`src/rtl/elliptic_curve_structs.sv`:
```
// Shared curve types for the point-multiplication datapath and the issuer FSM state.
package elliptic_curve_structs;

  localparam int unsigned FIELD_W      = 8;
  localparam int unsigned SCALAR_WIDTH = 16;

  typedef struct packed {
    logic [FIELD_W-1:0] x;
    logic [FIELD_W-1:0] y;
  } curve_point_t;

  // (0,0) is never on the curve (b != 0), so it encodes the point at infinity.
  localparam curve_point_t inf_point = '{x: '0, y: '0};

  typedef enum logic [1:0] {IDLE, START, WAIT, RESP} issuer_state_t;

endpackage

```
`src/rtl/point_mul_issuer.sv`:
```
// Job-side driver for one start/done point-multiplication engine: trivial scalars
// are answered locally, everything else runs on the engine under a cycle timeout.
module point_mul_issuer
  import elliptic_curve_structs::*;
#(
  parameter int unsigned TAG_W   = 8,
  parameter int unsigned TIMEOUT = 4096,
  parameter int unsigned CNT_W   = 32
) (
  input  logic                    clk,
  input  logic                    Reset_n,
  input  logic                    in_valid,
  output logic                    in_ready,
  input  curve_point_t            in_P,
  input  logic [SCALAR_WIDTH-1:0] in_k,
  input  logic [TAG_W-1:0]        in_tag,
  output logic                    eng_Reset,
  output curve_point_t            eng_P,
  output logic [SCALAR_WIDTH-1:0] eng_k,
  input  logic                    eng_Done,
  input  curve_point_t            eng_R,
  output logic                    out_valid,
  input  logic                    out_ready,
  output curve_point_t            out_R,
  output logic [TAG_W-1:0]        out_tag,
  output logic                    out_err,
  output logic [CNT_W-1:0]        jobs_done,
  output logic [CNT_W-1:0]        jobs_err
);

  localparam int unsigned TMR_W = $clog2(TIMEOUT);

  issuer_state_t    state;
  logic [TMR_W-1:0] timer;
  logic             accept;
  logic             handoff;

  // Ready depends only on registered state and downstream ready, never on in_valid.
  assign in_ready = (state == IDLE) || ((state == RESP) && out_ready);
  assign accept   = in_valid && in_ready;
  assign handoff  = (state == RESP) && out_ready;

  always_ff @(posedge clk or negedge Reset_n) begin
    if (!Reset_n) begin
      state     <= IDLE;
      timer     <= '0;
      eng_Reset <= 1'b1;
      eng_P     <= inf_point;
      eng_k     <= '0;
      out_valid <= 1'b0;
      out_R     <= inf_point;
      out_tag   <= '0;
      out_err   <= 1'b0;
      jobs_done <= '0;
      jobs_err  <= '0;
    end else begin
      case (state)
        IDLE, RESP: begin
          if (handoff) begin
            jobs_done <= jobs_done + CNT_W'(1);
            if (out_err) jobs_err <= jobs_err + CNT_W'(1);
          end
          if (accept) begin
            out_tag <= in_tag;
            if (in_k == '0) begin
              out_R     <= inf_point;
              out_err   <= 1'b0;
              out_valid <= 1'b1;
              state     <= RESP;
            end else if (in_k == SCALAR_WIDTH'(1)) begin
              out_R     <= in_P;
              out_err   <= 1'b0;
              out_valid <= 1'b1;
              state     <= RESP;
            end else begin
              eng_P     <= in_P;
              eng_k     <= in_k;
              timer     <= '0;
              out_valid <= 1'b0;
              state     <= START;
            end
          end else if (handoff) begin
            out_valid <= 1'b0;
            state     <= IDLE;
          end
        end
        START: begin
          // Operands were registered on accept; this cycle keeps the engine in reset with them stable.
          eng_Reset <= 1'b0;
          state     <= WAIT;
        end
        WAIT: begin
          if (eng_Done) begin
            out_R     <= eng_R;
            out_err   <= 1'b0;
            out_valid <= 1'b1;
            eng_Reset <= 1'b1;
            state     <= RESP;
          end else if (timer == TMR_W'(TIMEOUT - 1)) begin
            out_R     <= inf_point;
            out_err   <= 1'b1;
            out_valid <= 1'b1;
            eng_Reset <= 1'b1;
            state     <= RESP;
          end else begin
            timer <= timer + TMR_W'(1);
          end
        end
        default: state <= IDLE;
      endcase
    end
  end

endmodule

```
`config.mk`:
```
export PLATFORM = sky130hd
export DESIGN_NAME = point_mul_issuer
export DESIGN_NICKNAME = d
export VERILOG_FILES = /design/src/rtl/elliptic_curve_structs.sv /design/src/rtl/point_mul_issuer.sv
export SDC_FILE = /design/constraint.sdc
export NUM_CORES = 1
export LEC_CHECK = 0
export ABC_CLOCK_PERIOD_IN_PS = 3900
export CAP_MARGIN = 15
export CORE_MARGIN = 10
export CORE_UTILIZATION = 26
export DETAILED_ROUTE_END_ITERATION = 8
export GPL_TIMING_DRIVEN = 0
export SLEW_MARGIN = 20
export SYNTH_ARGS = -nofsm -noshare
export SYNTH_HDL_FRONTEND = slang
export SYNTH_SLANG_ARGS = --single-unit
```
`constraint.sdc`:
```
create_clock -name clk -period 3.9 [get_ports clk]
set_input_delay 0.39 -clock clk [delete_from_list [all_inputs] [get_ports clk]]
set_output_delay 0.39 -clock clk [all_outputs]
set_load 0.05 [all_outputs]
```
==> results of run 1 <==
==> final timing paths <==
| kind | start | to | slack [ns] | cells past startpoint |
|---|---|---|---|---|
| worst max-delay path | state[0]$_DFFE_PN0P_ | out_R[13]$_DFFE_PN0P_ | 1.35 | 8 |
| worst min-delay path | jobs_done[31]$_DFFE_PN0P_ | jobs_done[31]$_DFFE_PN0P_ | 0.47 | 1 |
| worst max register to register | state[0]$_DFFE_PN0P_ | out_R[13]$_DFFE_PN0P_ | 1.35 | 8 |
| worst min register to register | jobs_done[31]$_DFFE_PN0P_ | jobs_done[31]$_DFFE_PN0P_ | 0.47 | 1 |
| max in group asynchronous | Reset_n | eng_Reset$_DFFE_PN1P_ | 2.59 | 3 |
| min in group asynchronous | Reset_n | out_tag[4]$_DFFE_PN0P_ | 0.48 | 2 |
==> metrics by stage <==
stage          utilization [%]  instances  total power (W)  setup slack [ns]  hold WS (ns)
2_1_floorplan                -        515          0.00428              1.72        0.0944
3_3_place_gp              36.1       1018          0.00540             -3.49         0.458
3_5_place_dp              36.2       1019          0.00543              1.16         0.336
4_1_cts                   39.1       1051          0.00734              1.32         0.476
5_1_grt                   39.1       1051          0.00761              1.11         0.486
6_report                  39.1       1051          0.00723              1.35         0.471
==> cells in the final DEF (no fill, tap or decap), types with 3 or more instances in the layout <==
cell             synthesis  final
mux2_2                  46     46
a21oi_1                  7      7
o211ai_1                 3      3
nor2_1                  24     24
xor2_1                  19     19
buf_6                    3      3
clkdlybuf4s50_1          0    183
nor3_1                  11     11
and2_1                   5      5
xnor2_1                 43     43
and4_1                   9      9
clkbuf_16                0     17
nor4_1                   3      3
o21ai_0                  9      9
mux2_4                   9      9
clkbuf_1                 2      3
inv_1                   10     10
ha_1                     6      6
a22o_1                  17     17
nand4_1                 24     24
bufinv_16                0      6
buf_1                    3      3
dfrtp_1                136    136
a31oi_1                  3      3
and3_1                  13     13
nand2_1                 38     38
clkinv_4                 0      3
nand3_1                 24     24
and3_2                   4      4
buf_2                    5      5
==> area by class of cell <==
class | count | area (um^2) | area share, %
sequential | 137 | 3430 | 37.1
multi-input combinational | 353 | 2710 | 29.3
timing repair buffer | 186 | 1880 | 20.4
clock buffer | 18 | 429 | 4.65
tap | 319 | 399 | 4.32
clock inverter | 13 | 243 | 2.63
buffer | 15 | 106 | 1.15
inverter | 10 | 37.5 | 0.406
==> worst reg2reg max path, cell delays in order, from the launching register on <==
cell	delay [ns]
dfrtp_1	0.38
inv_1	0.11
ha_1	0.25
buf_6	0.15
nor3b_2	0.35
a21oi_1	0.15
a211oi_4	0.50
buf_12	0.23
mux2_4	0.31
==> registers in the layout, summed over array words and instances (netlist names) <==
| signal | cells |
|---|---|
| eng_P | 16 |
| eng_Reset | 1 |
| eng_k | 16 |
| jobs_done | 32 |
| jobs_err | 32 |
| out_R | 16 |
| out_err | 1 |
| out_tag | 8 |
| out_valid | 1 |
| state | 2 |
| timer | 12 |
==> power groups by stage <==
stage / Combinational (W) / Sequential (W) / Clock (W)
after CTS: 0.00338 / 0.00204 / 0.00192
after global placement: 0.00336 / 0.00205 / 0
after global routing: 0.00354 / 0.00209 / 0.00198
after detailed placement: 0.00337 / 0.00206 / 0
after floorplan: 0.00107 / 0.00321 / 0
final: 0.00333 / 0.00204 / 0.00186
==> what timing repair did <==
action                                  in CTS  in global routing
hold endpoints to repair                    51                  0
endpoints found under the setup margin       0                  0
hold buffers                                 1                  0
==> logic make-up (layout without fill, tap and decap cells) <==
family | after synthesis | in the layout | share of synthesized area, %
fa+ha+maj | 6 | 6 | 1.19
mux | 56 | 56 | 10.6
flops | 137 | 137 | 54.6
buf+inv | 25 | 242 | 2.29
compound gates | 56 | 56 | 7.09
simple gates | 173 | 173 | 15.7
xor+xnor | 62 | 62 | 8.64
==> layer usage <==
| layer | vias to the layer above | track usage (%) | part of all wire [%] | wire, um |
|---|---|---|---|---|
| li1 | 2282 | - | - | - |
| met1 | 2329 | 13.5 | 43 | 7710 |
| met5 | - | 0 | 0 | 0 |
| met2 | 153 | 18.3 | 46 | 8200 |
| met3 | 10 | 5.98 | 10 | 1790 |
| met4 | 0 | 2.54 | 0.60 | 106 |
==> impl_metrics.csv, run 1 <==
group,metric,value,unit
run_status,run_status,"completed",
clock_tree,clk_latency,0.41,ns
detailed_routing,first_iter_violations,235,
yosys,synthFlopType,"dfrtp_1",
clock_tree,cts-root-buf,"clkbuf_16",
place,place_area,8560,um^2
power_and_ir_drop,intPower,0.00428,W
detailed_routing,ant_nets,0,
power_and_ir_drop,comb_power_share,46.1,%
power_and_ir_drop,max-vdd-ir-drop,490,uV
layout,area_delta_synth_final,47.0,%
clock_tree,numClockSinks,137,
detailed_routing,route.detailed.drc,0,
detailed_routing,first_pass_iters,4,
power_and_ir_drop,p_per_area,783,nW/um^2
timing,fin_skew,0.00905,ns
yosys,synth_cell_types,60,
detailed_routing,viasPerCell,4.54,
layout,drive_gt1_share,15.2,%
power_and_ir_drop,power_switching,0.00295,W
timing,fmax,0.392,GHz
timing,min_period_over_period,65.4,%
global_routing,grt_max_degree,87,
detailed_routing,drt_wl_total,17800,um
critical_path,start_kind,"flop",
global_routing,grt_usage,11.5,%
layout,fillCellCount,2291,
yosys,synth_area_per_cell,12.2,um^2
floorplan,dieArea,30800,um^2
global_routing,grt-ovfl-total,0,
floorplan,die_w,175,um
detailed_routing,vias,4774,
layout,final_nets,787,
floorplan,start_util,26.6,%
yosys,synth_top_area_share,54.2,%
layout,design_area,9240,um^2
timing,rsz0062_at_grt,"false",
floorplan,io_pins,185,
clock_tree,clockBufferDepth,2,
critical_path,slowest_stage,"a211oi_4",
yosys,synth.most_common_cell,"dfrtp_1",
floorplan,rows,56,
timing,post-route-min-period,2.55,ns
global_routing,grt_pass1_vias,5001,
timing,slew_viol_final,0,
critical_path,critical-path-max-stage-delay,0.50,ns
timing,hold_violations,0,
yosys,syn_nets,582,
clock_tree,cts-resized-gates,0,
critical_path,crit_family,"compound AO/OA/AOI/OAI gates",
timing,setup_viol,0,
clock_tree,clkTransAtPathRegs,0.06,ns
yosys,netlist_area,6280,um^2
global_routing,grt_pass1_wl,28100,um
critical_path,cp.required,4.20,ns
clock_tree,post_cts_buffers,0,
place,port_buffers,184,
yosys,syn_inst,515,
power_and_ir_drop,swShare,40.8,%
floorplan,core,23600,um^2
place,place.gp.congestion,0.798,
clock_tree,numCtsBuffers,17,
clock_tree,cts_tree,"yes",
critical_path,crit_buf_inv,3,
yosys,ys_seq_elements,137,
critical_path,critPathArrivalTime,2.85,ns
floorplan,die_y,175,um
critical_path,critical_path_class,"reg2reg",
yosys,ys.warnings.count,0,
yosys,synth_edf_count,0,
place,post-dp-hpwl,13400,um
power_and_ir_drop,seq_power_share,28.2,%
detailed_routing,wire_per_inst,16.9,um
critical_path,cp-end-kind,"flop",
layout,num_antenna_cells,0,
worst_hold_path,hold_path.class,"reg2reg",
timing,worst_pin_slew,0.848,ns
yosys,synth-seq-area-share,54.6,%
timing,slew_headroom,43.5,%
power_and_ir_drop,p_leak,3.90,nW
clock_tree,htreeDepth,4,
timing,fin_tns_setup,0,ns
yosys,synth_async_sr_flop_share,100,%
critical_path,critPathMaxFanout,10,
job,max_cap_violations,0,
global_routing,antenna_found_initial,0,
power_and_ir_drop,pwr-share-clk,25.7,%
yosys,synth_area_leader_cell,"dfrtp_1",
yosys,synthTopCellsByArea,"dfrtp_1, mux2_2, xnor2_1, xor2_1, nand4_1",
critical_path,path_cells,"inv_1, ha_1, buf_6, nor3b_2, a21oi_1, a211oi_4, buf_12, mux2_4",
yosys,synthTopCellsByCount,"dfrtp_1, mux2_2, xnor2_1",
(Power assumes the default switching activity.)
==> run 2: changes to the inputs <==
--- a/config.mk
+++ b/config.mk
@@ -5,7 +5,7 @@
 export SDC_FILE = /design/constraint.sdc
 export NUM_CORES = 1
 export LEC_CHECK = 0
-export ABC_CLOCK_PERIOD_IN_PS = 3900
+export ABC_CLOCK_PERIOD_IN_PS = 2600
 export CAP_MARGIN = 15
 export CORE_MARGIN = 10
 export CORE_UTILIZATION = 26
==> constraint.sdc (replaced) <==
create_clock -name clk -period 2.6 [get_ports clk]
set_input_delay 0.26 -clock clk [delete_from_list [all_inputs] [get_ports clk]]
set_output_delay 0.26 -clock clk [all_outputs]
set_load 0.05 [all_outputs]
==> run 2 against run 1 <==
Effect of this change:
- clock skew about the same
- via count is 0.46% higher
- wire length is essentially flat
- critical endpoint is now jobs_done[19]$_DFFE_PN0P_
- power grew 51%
- sequential share of layout area fell by 0.19 points
- cell area grew 0.50%
- combinational power rose by 52%
- clock power up 50%
- sequential power grew 50%
- first-iteration DRC count grew 11%
==> impl_metrics.csv, run 2 (synthesis gave the netlist of run 1 again) <==
group,metric,value,unit
run_status,run_status,"completed",
layout,largest_registers,"jobs_done: 32 flops, jobs_err: 32 flops",
detailed_routing,route.detailed.drc,0,
clock_tree,htreeDepth,4,
global_routing,grt_pass1_wl,28100,um
floorplan,dieArea,30800,um^2
layout,final_common_cell,"clkdlybuf4s50_1",
layout,regArea,3430,um^2
layout,fillCellCount,2284,
detailed_routing,wire_per_inst,16.9,um
timing,slew_headroom,52.1,%
floorplan,die_w,175,um
power_and_ir_drop,max-vdd-ir-drop,736,uV
clock_tree,cts-root-buf,"clkbuf_16",
timing,hold_violations,0,
place,place.gp.congestion,0.798,
timing,setup_viol,0,
place,port_buffers,184,
floorplan,core,23600,um^2
floorplan,start_util,26.6,%
floorplan,io_pins,185,
place,place_ws,-0.00777,ns
power_and_ir_drop,p_leak,3.93,nW
layout,drive_gt1_share,15.9,%
critical_path,cp.required,2.90,ns
critical_path,cp-end-kind,"flop",
job,max_cap_violations,0,
clock_tree,numCtsBuffers,17,
timing,slew_viol_final,0,
clock_tree,clk_latency,0.41,ns
global_routing,grt_pass1_vias,5001,
timing,worst_pin_slew,0.718,ns
critical_path,crit-reg2reg-launch,"state[0]$_DFFE_PN0P_",
critical_path,endpoint,"jobs_done[19]$_DFFE_PN0P_",
timing,rsz0062_at_grt,"true",
global_routing,grt-ovfl-total,0,
layout,final_core_util,39.3,%
layout,mostFrequentLayoutCells,"clkdlybuf4s50_1, dfrtp_1, mux2_2",
timing,min_period_over_period,93.2,%
critical_path,critical_path_class,"reg2reg",
power_and_ir_drop,p_per_area,1170,nW/um^2
global_routing,grt_usage,11.5,%
detailed_routing,vias,4796,
global_routing,grt_max_degree,87,
detailed_routing,drt_wl_total,17800,um
critical_path,r2r-end,"jobs_done[19]$_DFFE_PN0P_",
critical_path,start_kind,"flop",
worst_hold_path,hold_path.class,"in2async",
floorplan,rows,56,
timing,setup_ws,0.176,ns
clock_tree,clockBufferDepth,2,
critical_path,reg2reg_setup_slack,0.18,ns
clock_tree,cts_tree,"yes",
detailed_routing,first_pass_iters,4,
critical_path,reg2regPathDepth,9,
floorplan,die_y,175,um
clock_tree,numClockSinks,137,
critical_path,crit_start,"state[0]$_DFFE_PN0P_",
layout,final_nets,790,
timing,hold_slack,0.352,ns
timing,post-route-min-period,2.42,ns
timing,fmax,0.413,GHz
global_routing,antenna_found_initial,0,
detailed_routing,ant_nets,0,
critical_path,critPathMaxFanout,10,
timing,fin_tns_setup,0,ns
detailed_routing,viasPerCell,4.55,
clock_tree,clkTransAtPathRegs,0.06,ns
critical_path,critPathArrivalTime,2.72,ns
timing,fin_skew,0.00915,ns
place,post-dp-hpwl,13400,um
detailed_routing,first_iter_violations,260,
layout,multi_input_area,2720,um^2
layout,num_antenna_cells,0,
layout,area_delta_synth_final,47.8,%
run 2: cell types whose count changed in the layout (fill, tap and decap cells not counted):
cell,before,now
buf_4,0,2
a41oi_1,2,1
a41oi_2,0,1
buf_12,1,2
clkbuf_1,3,2
clkbuf_2,0,1
nor2_1,24,23
nor2_2,0,1
run 2: worst max-delay path, stage by stage (launching register included):
cell	delay (ns)
dfrtp_1	0.38
inv_1	0.11
ha_1	0.25
buf_6	0.15
and3b_1	0.26
buf_1	0.29
nand4_1	0.22
nor2_1	0.34
nand4_1	0.16
xnor2_1	0.14
run 2: power breakdown:
part           switching [W]  internal [W]  total (W)
Sequential          0.000353       0.00270    0.00305
Clock               0.000977       0.00181    0.00279
Combinational        0.00311       0.00195    0.00506
Total                0.00444       0.00647     0.0109
run 2: final cells by class:
cell class | instances | area share [%]
Clock buffer | 18 | 4.62
Multi-Input combinational cell | 353 | 29.3
Tap cell | 319 | 4.30
Sequential cell | 137 | 36.9
Inverter | 10 | 0.404
Clock inverter | 13 | 2.61
Buffer | 15 | 1.16
Timing Repair Buffer | 189 | 20.7
run 2: stage by stage:
stage               power [W]  instance area, um^2  std cells
finish                 0.0109                 9290       1054
global route           0.0115                 9290       1054
CTS                    0.0110                 9240       1051
detailed placement    0.00815                 8560       1019
global placement      0.00811                 8520       1018
floorplan             0.00642                 6280        515
run 2: timing repair:
action                                  in CTS  in global routing
setup buffers                                0                  3
endpoints found under the hold margin       51                  0
hold buffers                                 1                  0
resized for setup                            0                  5
endpoints found under the setup margin       0                 34
run 2: worst min-delay path by stage:
stage	start	end	slack [ns]	cells after the start
finish	Reset_n	out_tag[4]$_DFFE_PN0P_	0.35	2
global route	Reset_n	jobs_err[21]$_DFFE_PN0P_	0.37	2
CTS	Reset_n	out_tag[4]$_DFFE_PN0P_	0.35	2
detailed placement	Reset_n	out_tag[4]$_DFFE_PN0P_	0.21	1
global placement	eng_k[15]$_DFFE_PN0P_	eng_k[15]$_DFFE_PN0P_	0.46	2
floorplan	Reset_n	eng_P[0]$_DFFE_PN0P_	-0.04	0
run 2: layer usage:
metal | share of wire, % | vias to the layer above | global-route usage, % | wire length, um
met1 | 43 | 2350 | 13.5 | 7670
met4 | 0.79 | 0 | 2.54 | 141
li1 | - | 2287 | - | -
met5 | 0 | - | 0 | 0
met3 | 10 | 12 | 5.98 | 1800
met2 | 46 | 147 | 18.3 | 8200
==> run 3: changes to the inputs <==
--- a/config.mk
+++ b/config.mk
@@ -6,9 +6,9 @@
 export NUM_CORES = 1
 export LEC_CHECK = 0
 export ABC_CLOCK_PERIOD_IN_PS = 2600
-export CAP_MARGIN = 15
+export CAP_MARGIN = 20
 export CORE_MARGIN = 10
-export CORE_UTILIZATION = 26
+export CORE_UTILIZATION = 28
 export DETAILED_ROUTE_END_ITERATION = 8
 export GPL_TIMING_DRIVEN = 0
 export SLEW_MARGIN = 20
==> run 3 against run 2 <==
Effect of this change:
- clock skew increased by 0.0046 ns
- largest power group unchanged
- cell area decreased by 1.5%
- flip-flop and latch count stayed put
- non-clock buffer count unchanged
- sequential share of layout area up 0.55 points
- highest routed layer unchanged
- die area shrank 6.3%
- sequential power is essentially flat
- register-to-register slack about the same
- global-route usage rose by 0.41 points
- hold slack lost 0.0025 ns
- power decreased by 3.3%
- utilization rose by 2.3 points
==> impl_metrics.csv, run 3 (synthesis gave the netlist of run 1 again) <==
group,metric,value,unit
run_status,run_status,"completed",
detailed_routing,route.detailed.drc,0,
critical_path,crit_buf_inv,2,
timing,setup_viol,0,
floorplan,rows,54,
critical_path,crit_family,"buffers and inverters",
detailed_routing,first_pass_iters,4,
layout,final_common_cell,"clkdlybuf4s50_1",
floorplan,io_pins,185,
global_routing,grt-ovfl-total,0,
clock_tree,numClockSinks,137,
floorplan,die_y,170,um
clock_tree,htreeDepth,4,
critical_path,path_cells,"ha_1, a21oi_1, inv_1, clkdlybuf4s50_1",
clock_tree,clk_latency,0.41,ns
global_routing,grt_pass1_wl,27400,um
timing,hold_slack,0.350,ns
clock_tree,cts_tree,"yes",
timing,fin_tns_setup,0,ns
global_routing,grt_usage,11.9,%
timing,slew_viol_final,0,
place,post-dp-hpwl,13000,um
timing,worst_pin_slew,0.732,ns
worst_hold_path,hold_path.class,"in2async",
place,port_buffers,184,
power_and_ir_drop,intPower,0.00612,W
timing,fin_skew,0.0138,ns
timing,post-route-min-period,2.42,ns
critical_path,start_kind,"flop",
clock_tree,clockBufferDepth,2,
timing,min_period_over_period,93.0,%
power_and_ir_drop,seq_power_share,29.0,%
global_routing,antenna_found_initial,0,
detailed_routing,ant_nets,0,
clock_tree,cts-root-buf,"clkbuf_16",
timing,rsz0062_at_grt,"false",
detailed_routing,drt_wl_total,17200,um
detailed_routing,wire_per_inst,16.9,um
critical_path,critPathArrivalTime,2.16,ns
power_and_ir_drop,pwr-share-clk,22.9,%
layout,num_antenna_cells,0,
critical_path,cp-end-kind,"output port",
critical_path,cp.required,2.34,ns
place,place_area,8510,um^2
detailed_routing,viasPerCell,4.68,
power_and_ir_drop,p_leak,3.88,nW
place,place.gp.congestion,0.783,
layout,design_area,9150,um^2
clock_tree,clkTransAtPathRegs,0.06,ns
global_routing,grt_max_degree,88,
clock_tree,numCtsBuffers,17,
floorplan,die_w,170,um
layout,fillCellCount,2087,
power_and_ir_drop,max-vdd-ir-drop,785,uV
layout,mostFrequentLayoutCells,"clkdlybuf4s50_1, dfrtp_1, mux2_2",
global_routing,grt_pass1_vias,4927,
critical_path,reg2regPathDepth,9,
detailed_routing,first_iter_violations,207,
critical_path,critical_path_class,"reg2out",
power_and_ir_drop,swShare,42.0,%
layout,drive_gt1_share,15.6,%
floorplan,start_util,28.6,%
power_and_ir_drop,p_per_area,1150,nW/um^2
power_and_ir_drop,power_switching,0.00443,W
detailed_routing,vias,4754,
critical_path,slowest_stage,"clkdlybuf4s50_1",
critical_path,critical-path-max-stage-delay,0.74,ns
timing,fmax,0.414,GHz
timing,slew_headroom,51.2,%
job,max_cap_violations,0,
critical_path,critPathMaxFanout,4,
critical_path,cp.depth,4,
floorplan,core,22000,um^2
layout,final_nets,790,
layout,largest_registers,"jobs_done: 32 flops, jobs_err: 32 flops",
floorplan,dieArea,28800,um^2
power_and_ir_drop,comb_power_share,48.1,%
timing,hold_violations,0,
layout,area_delta_synth_final,45.6,%
run 3: cell count changes in the layout (fill, tap and decap cells not counted), sizes merged:
cell | previous run | this run
clkbuf | 20 | 22
inv | 13 | 14
bufinv | 6 | 2
clkinvlp | 1 | 3
run 3: layout make-up:
type                    count  area (um^2)  area share (%)
well taps                 280          350            3.83
clock inverters            12          140            1.53
plain buffers              15          106            1.16
inverters                  10         37.5           0.410
flip-flops and latches    137         3430            37.5
repair buffers            189         1920            21.0
clock buffers              20          447            4.88
multi-input cells         353         2720            29.7
run 3: stage by stage:
stage | cells | setup WS [ns] | utilization (%) | total power [W]
CTS | 1016 | 0.113 | 41.6 | 0.0107
global route | 1016 | 0.0192 | 41.7 | 0.0111
global placement | 979 | -4.66 | 38.6 | 0.00811
detailed placement | 980 | -0.0920 | 38.7 | 0.00815
finish | 1016 | 0.183 | 41.7 | 0.0105
floorplan | 515 | 0.424 | - | 0.00642
run 3: path summary, 6_finish.rpt:
check	from	end	slack (ns)
max	state[1]$_DFFE_PN0P_	in_ready	0.18
min	Reset_n	jobs_err[15]$_DFFE_PN0P_	0.35
max reg2reg	state[0]$_DFFE_PN0P_	jobs_done[19]$_DFFE_PN0P_	0.19
min reg2reg	jobs_err[31]$_DFFE_PN0P_	jobs_err[31]$_DFFE_PN0P_	0.47
max in group asynchronous	Reset_n	timer[11]$_DFFE_PN0P_	1.49
min in group clk	in_tag[0]	out_tag[0]$_DFFE_PN0P_	0.46
run 3: layer usage:
layer  wire, um  share of wire, %  track usage, %
met2       7540                44            17.9
met4        113              0.66            2.63
met3       2030                12            7.23
met1       7470                44            14.2
met5          0                 0               0
run 3: timing repair:
item                                    CTS  global route
hold endpoints to repair                 50             0
gates resized for setup                   0             2
hold buffers                              1             0
pin swaps                                 1             0
buffers inserted                          3             0
endpoints found under the setup margin    9             5
run 3: power by group through the flow:
stage / Sequential, W / Clock (W) / Combinational, W
floorplan: 0.00482 / 0 / 0.00160
global placement: 0.00307 / 0 / 0.00505
detailed placement: 0.00308 / 0 / 0.00506
CTS: 0.00306 / 0.00249 / 0.00514
global route: 0.00315 / 0.00260 / 0.00537
finish: 0.00306 / 0.00241 / 0.00507
